$ cat src/rtl/motor_cmd_pkg.sv
// Shared definitions for the host-link command sequencer: FSM state encoding,
// frame constants, the register-write payload and the frame checksum helper.
package motor_cmd_pkg;

   localparam logic [7:0]  SYNC_BYTE_DEF = 8'hA5;
   localparam int unsigned FRAME_LEN     = 6;
   localparam int unsigned ADDR_W        = 16;
   localparam int unsigned DATA_W        = 16;

   typedef enum logic [2:0] {
      S_IDLE,
      S_ADDR_H,
      S_ADDR_L,
      S_DATA_H,
      S_DATA_L,
      S_CHK,
      S_ISSUE,
      S_GAP
   } state_e;

   // One register write as carried from the frame to the controller bus.
   typedef struct packed {
      logic [ADDR_W-1:0] addr;
      logic [DATA_W-1:0] data;
   } reg_wr_t;

   // Frame checksum: XOR of the four payload bytes, sync byte excluded.
   function automatic logic [7:0] frame_chk(input logic [7:0] a_h,
                                            input logic [7:0] a_l,
                                            input logic [7:0] d_h,
                                            input logic [7:0] d_l);
      return a_h ^ a_l ^ d_h ^ d_l;
   endfunction

endpackage

$ cat src/rtl/motor_cmd_timeout.sv
// Inter-byte watchdog for host-link stages.
// Up-counter that advances while en_i is high and is zeroed by clr_i; it wraps
// after LIMIT cycles. expire_o is registered and is high for exactly the cycle
// in which the count sits at LIMIT-1, so a consumer that sees expire_o without
// any other activity that cycle knows LIMIT cycles have elapsed.
// Ports:
//   hclk      clock, rising edge
//   rst       asynchronous active-high reset
//   clr_i     synchronous clear (dominates en_i)
//   en_i      count enable
//   expire_o  high while the count equals LIMIT-1
module motor_cmd_timeout #(
   parameter int unsigned LIMIT = 50000
) (
   input  logic hclk,
   input  logic rst,
   input  logic clr_i,
   input  logic en_i,
   output logic expire_o
);

   localparam int unsigned CNT_W = (LIMIT > 1) ? $clog2(LIMIT) : 1;
   localparam logic [CNT_W-1:0] LAST = CNT_W'(LIMIT - 1);

   logic [CNT_W-1:0] cnt_q, cnt_d;
   logic             expire_q, expire_d;

   // Next count; expire is derived from the next count so it stays registered.
   always_comb begin
      cnt_d = cnt_q;
      if (clr_i) begin
         cnt_d = '0;
      end else if (en_i) begin
         cnt_d = (cnt_q == LAST) ? '0 : cnt_q + CNT_W'(1);
      end
      expire_d = (cnt_d == LAST);
   end

   always_ff @(posedge hclk or posedge rst) begin
      if (rst) begin
         cnt_q    <= '0;
         expire_q <= 1'b0;
      end else begin
         cnt_q    <= cnt_d;
         expire_q <= expire_d;
      end
   end

   assign expire_o = expire_q;

endmodule

$ cat src/rtl/motor_cmd_sequencer.sv
// Host byte stream to controller register-write sequencer.
// Collects SYNC/ADDR_H/ADDR_L/DATA_H/DATA_L/CHK frames from a valid/ready byte
// input, validates checksum and address range, and issues one-cycle register
// writes followed by a guaranteed idle gap with rxReady low.
// Optional build macro: MOTOR_CMD_ERRCNT_EN adds the errCount port
// (saturating count of aborted frames, cleared only by rst).
// Ports:
//   hclk      clock, rising edge
//   rst       asynchronous active-high reset
//   rxData    received byte
//   rxValid   rxData valid
//   rxReady   byte accepted this cycle when rxValid is also high
//   address   register index to controller (holds until next good frame)
//   wrData    register value to controller (holds until next good frame)
//   wr        one-cycle write strobe
//   frameErr  one-cycle pulse on any aborted frame
//   busy      high in every state except idle
//   errCount  (MOTOR_CMD_ERRCNT_EN only) saturating aborted-frame count
module motor_cmd_sequencer
   import motor_cmd_pkg::*;
#(
   parameter logic [7:0]        SYNC_BYTE      = SYNC_BYTE_DEF,
   parameter int unsigned       TIMEOUT_CYCLES = 50000,
   parameter int unsigned       MIN_WR_GAP     = 4,
   parameter logic [ADDR_W-1:0] ADDR_LIMIT     = 16'h0100
) (
   input  logic              hclk,
   input  logic              rst,
   input  logic [7:0]        rxData,
   input  logic              rxValid,
   output logic              rxReady,
   output logic [ADDR_W-1:0] address,
   output logic [DATA_W-1:0] wrData,
   output logic              wr,
   output logic              frameErr,
   output logic              busy
`ifdef MOTOR_CMD_ERRCNT_EN
   ,
   output logic [7:0]        errCount
`endif
);

   localparam int unsigned GAP_W = (MIN_WR_GAP > 1) ? $clog2(MIN_WR_GAP) : 1;

   state_e            state_q, state_d;
   reg_wr_t           shadow_q, shadow_d;
   reg_wr_t           out_q, out_d;
   logic [7:0]        chk_q, chk_d;
   logic [GAP_W-1:0]  gap_q, gap_d;
   logic              wr_q, wr_d;
   logic              frame_err_q, frame_err_d;
   logic              rx_ready_q, rx_ready_d;
   logic              busy_q, busy_d;

   logic              accept;
   logic              in_frame;
   logic              expire;

   assign accept   = rxValid && rx_ready_q;
   assign in_frame = (state_q == S_ADDR_H) || (state_q == S_ADDR_L) ||
                     (state_q == S_DATA_H) || (state_q == S_DATA_L) ||
                     (state_q == S_CHK);

   // Inter-byte watchdog: only runs while a frame is open; any accepted byte
   // restarts it, so a byte on the expiring edge takes priority.
   motor_cmd_timeout #(
      .LIMIT (TIMEOUT_CYCLES)
   ) u_timeout (
      .hclk     (hclk),
      .rst      (rst),
      .clr_i    (accept || !in_frame),
      .en_i     (in_frame),
      .expire_o (expire)
   );

   // Next-state and next-output logic.
   always_comb begin
      state_d     = state_q;
      shadow_d    = shadow_q;
      out_d       = out_q;
      chk_d       = chk_q;
      gap_d       = gap_q;
      wr_d        = 1'b0;
      frame_err_d = 1'b0;

      unique case (state_q)
         S_IDLE: begin
            // Non-sync bytes are dropped without complaint.
            if (accept && (rxData == SYNC_BYTE)) begin
               state_d = S_ADDR_H;
               chk_d   = '0;
            end
         end
         S_ADDR_H: begin
            if (accept) begin
               shadow_d.addr[15:8] = rxData;
               chk_d               = chk_q ^ rxData;
               state_d             = S_ADDR_L;
            end else if (expire) begin
               state_d     = S_IDLE;
               frame_err_d = 1'b1;
            end
         end
         S_ADDR_L: begin
            if (accept) begin
               shadow_d.addr[7:0] = rxData;
               chk_d              = chk_q ^ rxData;
               state_d            = S_DATA_H;
            end else if (expire) begin
               state_d     = S_IDLE;
               frame_err_d = 1'b1;
            end
         end
         S_DATA_H: begin
            if (accept) begin
               shadow_d.data[15:8] = rxData;
               chk_d               = chk_q ^ rxData;
               state_d             = S_DATA_L;
            end else if (expire) begin
               state_d     = S_IDLE;
               frame_err_d = 1'b1;
            end
         end
         S_DATA_L: begin
            if (accept) begin
               shadow_d.data[7:0] = rxData;
               chk_d              = chk_q ^ rxData;
               state_d            = S_CHK;
            end else if (expire) begin
               state_d     = S_IDLE;
               frame_err_d = 1'b1;
            end
         end
         S_CHK: begin
            if (accept) begin
               if ((rxData == chk_q) && (shadow_q.addr < ADDR_LIMIT)) begin
                  // Bus outputs and strobe launch together on the CHK edge.
                  state_d = S_ISSUE;
                  out_d   = shadow_q;
                  wr_d    = 1'b1;
               end else begin
                  state_d     = S_IDLE;
                  frame_err_d = 1'b1;
               end
            end else if (expire) begin
               state_d     = S_IDLE;
               frame_err_d = 1'b1;
            end
         end
         S_ISSUE: begin
            state_d = S_GAP;
            gap_d   = GAP_W'(MIN_WR_GAP - 1);
         end
         S_GAP: begin
            if (gap_q == '0) begin
               state_d = S_IDLE;
            end else begin
               gap_d = gap_q - GAP_W'(1);
            end
         end
         default: begin
            state_d = S_IDLE;
         end
      endcase

      // Registered status follows the state being entered.
      rx_ready_d = (state_d != S_ISSUE) && (state_d != S_GAP);
      busy_d     = (state_d != S_IDLE);
   end

   always_ff @(posedge hclk or posedge rst) begin
      if (rst) begin
         state_q     <= S_IDLE;
         shadow_q    <= '0;
         out_q       <= '0;
         chk_q       <= '0;
         gap_q       <= '0;
         wr_q        <= 1'b0;
         frame_err_q <= 1'b0;
         rx_ready_q  <= 1'b1;
         busy_q      <= 1'b0;
      end else begin
         state_q     <= state_d;
         shadow_q    <= shadow_d;
         out_q       <= out_d;
         chk_q       <= chk_d;
         gap_q       <= gap_d;
         wr_q        <= wr_d;
         frame_err_q <= frame_err_d;
         rx_ready_q  <= rx_ready_d;
         busy_q      <= busy_d;
      end
   end

   assign rxReady  = rx_ready_q;
   assign address  = out_q.addr;
   assign wrData   = out_q.data;
   assign wr       = wr_q;
   assign frameErr = frame_err_q;
   assign busy     = busy_q;

`ifdef MOTOR_CMD_ERRCNT_EN
   logic [7:0] err_cnt_q;

   // Saturating count, updated on the same edge that raises frameErr.
   always_ff @(posedge hclk or posedge rst) begin
      if (rst) begin
         err_cnt_q <= '0;
      end else if (frame_err_d && (err_cnt_q != 8'hFF)) begin
         err_cnt_q <= err_cnt_q + 8'd1;
      end
   end

   assign errCount = err_cnt_q;
`endif

endmodule

$ cat config.mk
export PLATFORM = sky130hd
export DESIGN_NAME = motor_cmd_sequencer
export DESIGN_NICKNAME = d
export VERILOG_FILES = /design/src/rtl/motor_cmd_pkg.sv /design/src/rtl/motor_cmd_timeout.sv /design/src/rtl/motor_cmd_sequencer.sv
export SDC_FILE = /design/constraint.sdc
export NUM_CORES = 1
export LEC_CHECK = 0
export BUFFER_PORTS_ARGS = -buffer_cell sky130_fd_sc_hd__buf_2
export CAP_MARGIN = 20
export CELL_PAD_IN_SITES_DETAIL_PLACEMENT = 1
export CELL_PAD_IN_SITES_GLOBAL_PLACEMENT = 1
export CORE_ASPECT_RATIO = 0.5
export CORE_UTILIZATION = 47
export CTS_CLUSTER_SIZE = 28
export DETAILED_ROUTE_END_ITERATION = 7
export PLACE_DENSITY_LB_ADDON = 0.1
export RECOVER_POWER = 50
export SLEW_MARGIN = 20
export SYNTH_ARGS = -nofsm -noshare
export SYNTH_HDL_FRONTEND = slang
export SYNTH_SLANG_ARGS = --single-unit
$ cat constraint.sdc
create_clock -name hclk -period 4.31 [get_ports hclk]
set_input_delay 0.6465 -clock hclk [delete_from_list [all_inputs] [get_ports hclk]]
set_output_delay 0.6465 -clock hclk [all_outputs]
set_load 0.01 [all_outputs]
======== Word level (Yosys, flattened, before mapping) ========
Cells that the tools add are included.
storage, ports and cells
  flip-flop bits (word level) ............. 98
  logic and storage cells ................. 84
cells by class
  order comparisons ....................... 1
  add/sub/neg operators ................... 2
  bitwise logic cells ..................... 1
  reduce and logical (&&, ||, !) cells .... 23
  eq/ne operators ......................... 16
  multiplexer cells ....................... 26
operators with widths
  operator                                             number
  two-way mux 16 bit                                   3
  == test 16 bit, second input constant                2
  two-way mux 3 bit                                    9
  one-hot mux 3 bit (8 select lines)                   1
  adder 16 x 1 -> 16 bit, second input constant        1
  < comparator 16 x 9 -> 1 bit, second input constant  1
  two-way mux 8 bit                                    2
  one-hot mux 8 bit (2 select lines)                   1
  == test 3 bit, second input constant                 4
  AND reduction 2 bit                                  5
  == test 8 bit                                        1
  == test 8 bit, second input constant                 1
  bitwise XOR 8 bit                                    1
  two-way mux 1 bit                                    7
  == test 3 x 2 -> 1 bit, second input constant        2
  inequality test 3 bit, second input constant         2
  AND reduction 3 bit                                  2
  logical OR 1 bit                                     5
  logical AND 1 bit                                    4
  inequality test 2 bit, second input constant         2
  one-hot mux 2 bit (2 select lines)                   1
  nonzero test 2 bit                                   2
  OR reduction 4 bit                                   1
  == test 3 x 1 -> 1 bit, second input constant        1
  8 further kinds                                      8

======== Logic depth before layout (Yosys ltp) ========
  depth in word-level cells ............... 9
  depth in mapped cells ................... 7
  gate-level depth less buffers ........... 7

======== Hierarchy ========
A second synthesis with hierarchy kept.
unflattened totals
  cells, all modules ...................... 372
  area total of the unflattened synthesis .. 4491.8 um^2
by module, submodules not included
  module               cells each  times used  sequential area each (um^2)  area each (um^2)
  motor_cmd_sequencer  253         1           2028.2                       3398.3
  motor_cmd_timeout    119         1           425.4                        1093.5

======== Worst setup path before layout ========
Ideal clock, no wire load.
  kind .................................... input to register
  start point ............................. input rxData[3]
  end point ............................... register out_q (netlist bit wrData[10])
  library setup time ...................... 125 ps
  arrival ................................. 1968 ps
  path slack .............................. 2218 ps
  stages on the path ...................... 6
  data required time ...................... 4185 ps
  cell sequence ........................... xnor2_1 > nand4_1 > nor3_1 > nand3_1 > clkbuf_1 > mux2_2
between the ends
  cells in the longest elaborated chain, start to end .. 3
ends and longest elaborated chain
  item                                  line                        source
  start, declared                       motor_cmd_sequencer.sv:29   input logic [7:0] rxData,
  == test 8 bit                         motor_cmd_sequencer.sv:136  if ((rxData == chk_q) && (shadow_q.addr < ADDR_LIMIT)) begin
  logical AND 1 bit                     motor_cmd_sequencer.sv:136
  AND reduction 3 bit (no source line)  n/a
  end signal, assigned                  motor_cmd_sequencer.sv:185  out_q <= out_d;
  end, declared                         motor_cmd_sequencer.sv:47   reg_wr_t out_q, out_d;
Every way passes these cells.
A chain may end at the register's enable or synchronous reset.

==> impl_metrics.env <==
export IMPL_status="complete, but fails checks"
export IMPL_failed_checks="design-rule violations, max-capacitance violations, max-slew violations"
export IMPL_cts_hold_buf=0
export IMPL_final_area_um2=4990
export IMPL_dpl_cell_area_um2=4720
export IMPL_rsz0062_at_grt="false"
export IMPL_fin_util_pct=56.3
export IMPL_arrival_ns=3.08
export IMPL_htree_levels=3
export IMPL_worstSetupPathType="in -> async"
export IMPL_ys_flop_type="dfrtp_1"
export IMPL_synth_seq_cells=98
export IMPL_antenna_found_initial=0
export IMPL_antenna_cells=0
export IMPL_ys_seq_area_share_pct=56.1
export IMPL_p_int_w=0.00193
export IMPL_slowest_delay_ns=1.69
export IMPL_nets=425
export IMPL_syn_to_final_growth_pct=14.2
export IMPL_syn_num_nets=377
export IMPL_grt_max_degree=69
export IMPL_clock_latency_ns=0.35
export IMPL_start_util_pct=49.3
export IMPL_hold_path_class="reg -> reg"
export IMPL_fin_crit_sh_pct=61.3
export IMPL_yosys_area_top_type="dfrtp_1"
export IMPL_critPathLaunchType="input pin"
export IMPL_port_buffers=46
export IMPL_p_switching_w=0.000886
export IMPL_cap_violations=1
export IMPL_slew_violations=69
export IMPL_dp_cells=518
export IMPL_slowest_stage="clkinvlp_2"
export IMPL_avgRoutedWirePerCell_um=19.2
export IMPL_yosysTopAreaCellShare_pct=55.5
export IMPL_ir_drop_mv=0.238
export IMPL_path_max_fanout=68
export IMPL_seq_power_share_pct=47.1
export IMPL_worst_ep_required_time_ns=4.75
export IMPL_synth_warnings=0
export IMPL_power_frac_clock_pct=30.2
export IMPL_fin_setup_tns_ns=0
export IMPL_leakagePower_nw=2.23
export IMPL_cts_root_buf="clkbuf_16"
export IMPL_timing_final_crit_period_ns=2.64
export IMPL_grt_pass1_vias=3304
export IMPL_grt_pass1_wl_mm=17.4
export IMPL_async_flop_share_pct=100
export IMPL_hpwl_mm=7.01
export IMPL_synth_cells=364
export IMPL_grt_total_usage_pct=23.4
export IMPL_max_freq_ghz=0.379
export IMPL_wirelength_mm=10.3
export IMPL_place_ws_ns=1.76
export IMPL_vias_per_cell=5.67
export IMPL_cts_clk_slew_worst_paths_ns=0.08
export IMPL_final_antenna_net_count=0
export IMPL_hold_viol=0
export IMPL_grt_overflow=0
export IMPL_synth_distinct_cells=55
export IMPL_ioPinCount=47
export IMPL_final_cells=534
export IMPL_drt_iter0_drc=167
export IMPL_synth_edf_count=0
export IMPL_skew_ns=0.0109
export IMPL_synthesis_area_um2=4370
export IMPL_crit_path_end_kind="asynchronous set/reset pin"
export IMPL_drc=10
export IMPL_share_comb_of_total_power_pct=22.8
export IMPL_cts_buffer_depth=2
export IMPL_synth_area_leaders="dfrtp_1 56%, mux2_2 14%, nor2_1 2.7%, xnor2_1 2.6%, o21ai_0 2.4%"
export IMPL_p_per_area_nw_per_um2=564
export IMPL_dr_pass1_iters=6
export IMPL_p_sw_share_pct=31.5
export IMPL_cts_repair_resized=0
export IMPL_tightestPinTransition_ns=3.02
export IMPL_die_w_um=138
export IMPL_row_count=24
export IMPL_vias=3029
export IMPL_cp_cell_sequence="buf_2 -> clkinvlp_2 -> buf_4"
export IMPL_die_area_um2=9710
export IMPL_place_gp_congestion=0.815
export IMPL_finalSetupViolCount=0
export IMPL_cts_tree="done"
export IMPL_placeableCoreArea_um2=8860
export IMPL_cts_setup_buffers=0
export IMPL_postSynthAreaPerCell_um2=12.0
export IMPL_fillers=957
export IMPL_cts_made_buffers=9
export IMPL_drive_gt1_share_pct=22.5
export IMPL_timing_final_ws_setup_ns=1.67
export IMPL_worst_slew_margin_rel_pct=-102
export IMPL_die_h_um=70.2
export IMPL_cts_sink_count=98
==> final timing paths <==
path / from / slack (ns) / cells past startpoint / end
max: rst / 1.67 / 3 / rxReady$_DFF_PP1_
min: address[11]$_DFFE_PP0P_ / 0.49 / 1 / address[11]$_DFFE_PP0P_
max reg2reg: state_q[1]$_DFF_PP0_ / 1.82 / 6 / u_timeout.expire_o$_DFF_PP0_
min reg2reg: address[11]$_DFFE_PP0P_ / 0.49 / 1 / address[11]$_DFFE_PP0P_
max in group hclk: state_q[1]$_DFF_PP0_ / 1.82 / 6 / u_timeout.expire_o$_DFF_PP0_
min in group asynchronous: rst / 1.15 / 2 / u_timeout.cnt_q[0]$_DFF_PP0_
==> registers in the layout, summed over array words and instances (netlist names), 2 cells and up <==
name             count
address             16
chk_q                8
gap_q                2
shadow_q            32
state_q              3
u_timeout.cnt_q     16
wrData              16
==> synthesized netlist by cell type, drive strengths merged (3+ instances only) <==
master  instances
dfrtp          97
mux2           57
nor2           31
o21ai          21
nand4          14
xnor2          13
and2           12
nand2          12
nand3          12
clkbuf          9
inv             9
nand2b          8
xor2            8
a21oi           5
and3            4
nor2b           4
nor4bb          4
a21boi          3
buf             3
nor3            3
==> cell type report <==
class                   count  area, µm²  share of cell area, %
well taps                 117        146                   2.93
clock inverters             6       78.8                   1.58
flip-flops and latches     98       2450                   49.2
repair buffers             49        209                   4.19
clock buffers              10        239                   4.79
inverters                   9       35.0                  0.702
multi-input cells         245       1830                   36.6
==> cells in the final DEF (no fill, tap or decap), drive strengths merged, types with 2 or more instances in the layout <==
| master | count |
|---|---|
| a31oi | 2 |
| nor4 | 2 |
| nand3 | 12 |
| and3 | 4 |
| a2111oi | 2 |
| inv | 11 |
| nor3 | 3 |
| xor2 | 8 |
| nor2b | 4 |
| or4 | 2 |
| a21boi | 3 |
| or3 | 2 |
| mux2 | 57 |
| clkinv | 2 |
| and3b | 2 |
| buf | 14 |
| or3b | 2 |
| nor4bb | 4 |
| clkbuf | 45 |
| nand2 | 12 |
| nor2 | 31 |
| ha | 2 |
| xnor2 | 13 |
| and2 | 12 |
| nand2b | 8 |
| dfrtp | 97 |
| a21oi | 5 |
| o21ai | 21 |
| nand4 | 14 |
==> power groups by stage <==
stage          registers (W)  clock network [W]  logic [W]
6_report             0.00133           0.000850   0.000641
3_3_place_gp         0.00132                  0   0.000602
5_1_grt              0.00136           0.000905   0.000711
3_5_place_dp         0.00134                  0   0.000638
2_1_floorplan        0.00126                  0   0.000524
4_1_cts              0.00132           0.000870   0.000653
==> cells by family (layout without fill, tap and decap cells) <==
logic type      Yosys count  in the layout  synth area share, %
fa+ha+maj                 2              2                0.572
buf+inv                  21             74                 2.03
xor+xnor                 21             21                 4.21
mux                      57             57                 14.7
simple gates            117            117                 15.1
flops                    98             98                 56.1
compound gates           48             48                 7.24
==> worst max-delay path, delay by kind of cell <==
kind	cells	cell delay [ns]
buffers and inverters	3	2.41
==> layer usage <==
| layer | wire length [µm] | vias to the layer above | track usage, % |
|---|---|---|---|
| met4 | 146 | 0 | 6.74 |
| met3 | 333 | 16 | 5.49 |
| met2 | 5200 | 45 | 41.6 |
| li1 | - | 1394 | - |
| met1 | 4580 | 1574 | 28.8 |
| met5 | 0 | - | 0 |
==> stage by stage <==
stage,hold slack (ns),power [W]
global route,0.511,0.00297
finish,0.486,0.00282
CTS,0.490,0.00285
global placement,0.462,0.00192
floorplan,0.443,0.00178
detailed placement,0.473,0.00198
Note: power is estimated with default switching activity, not from simulation.
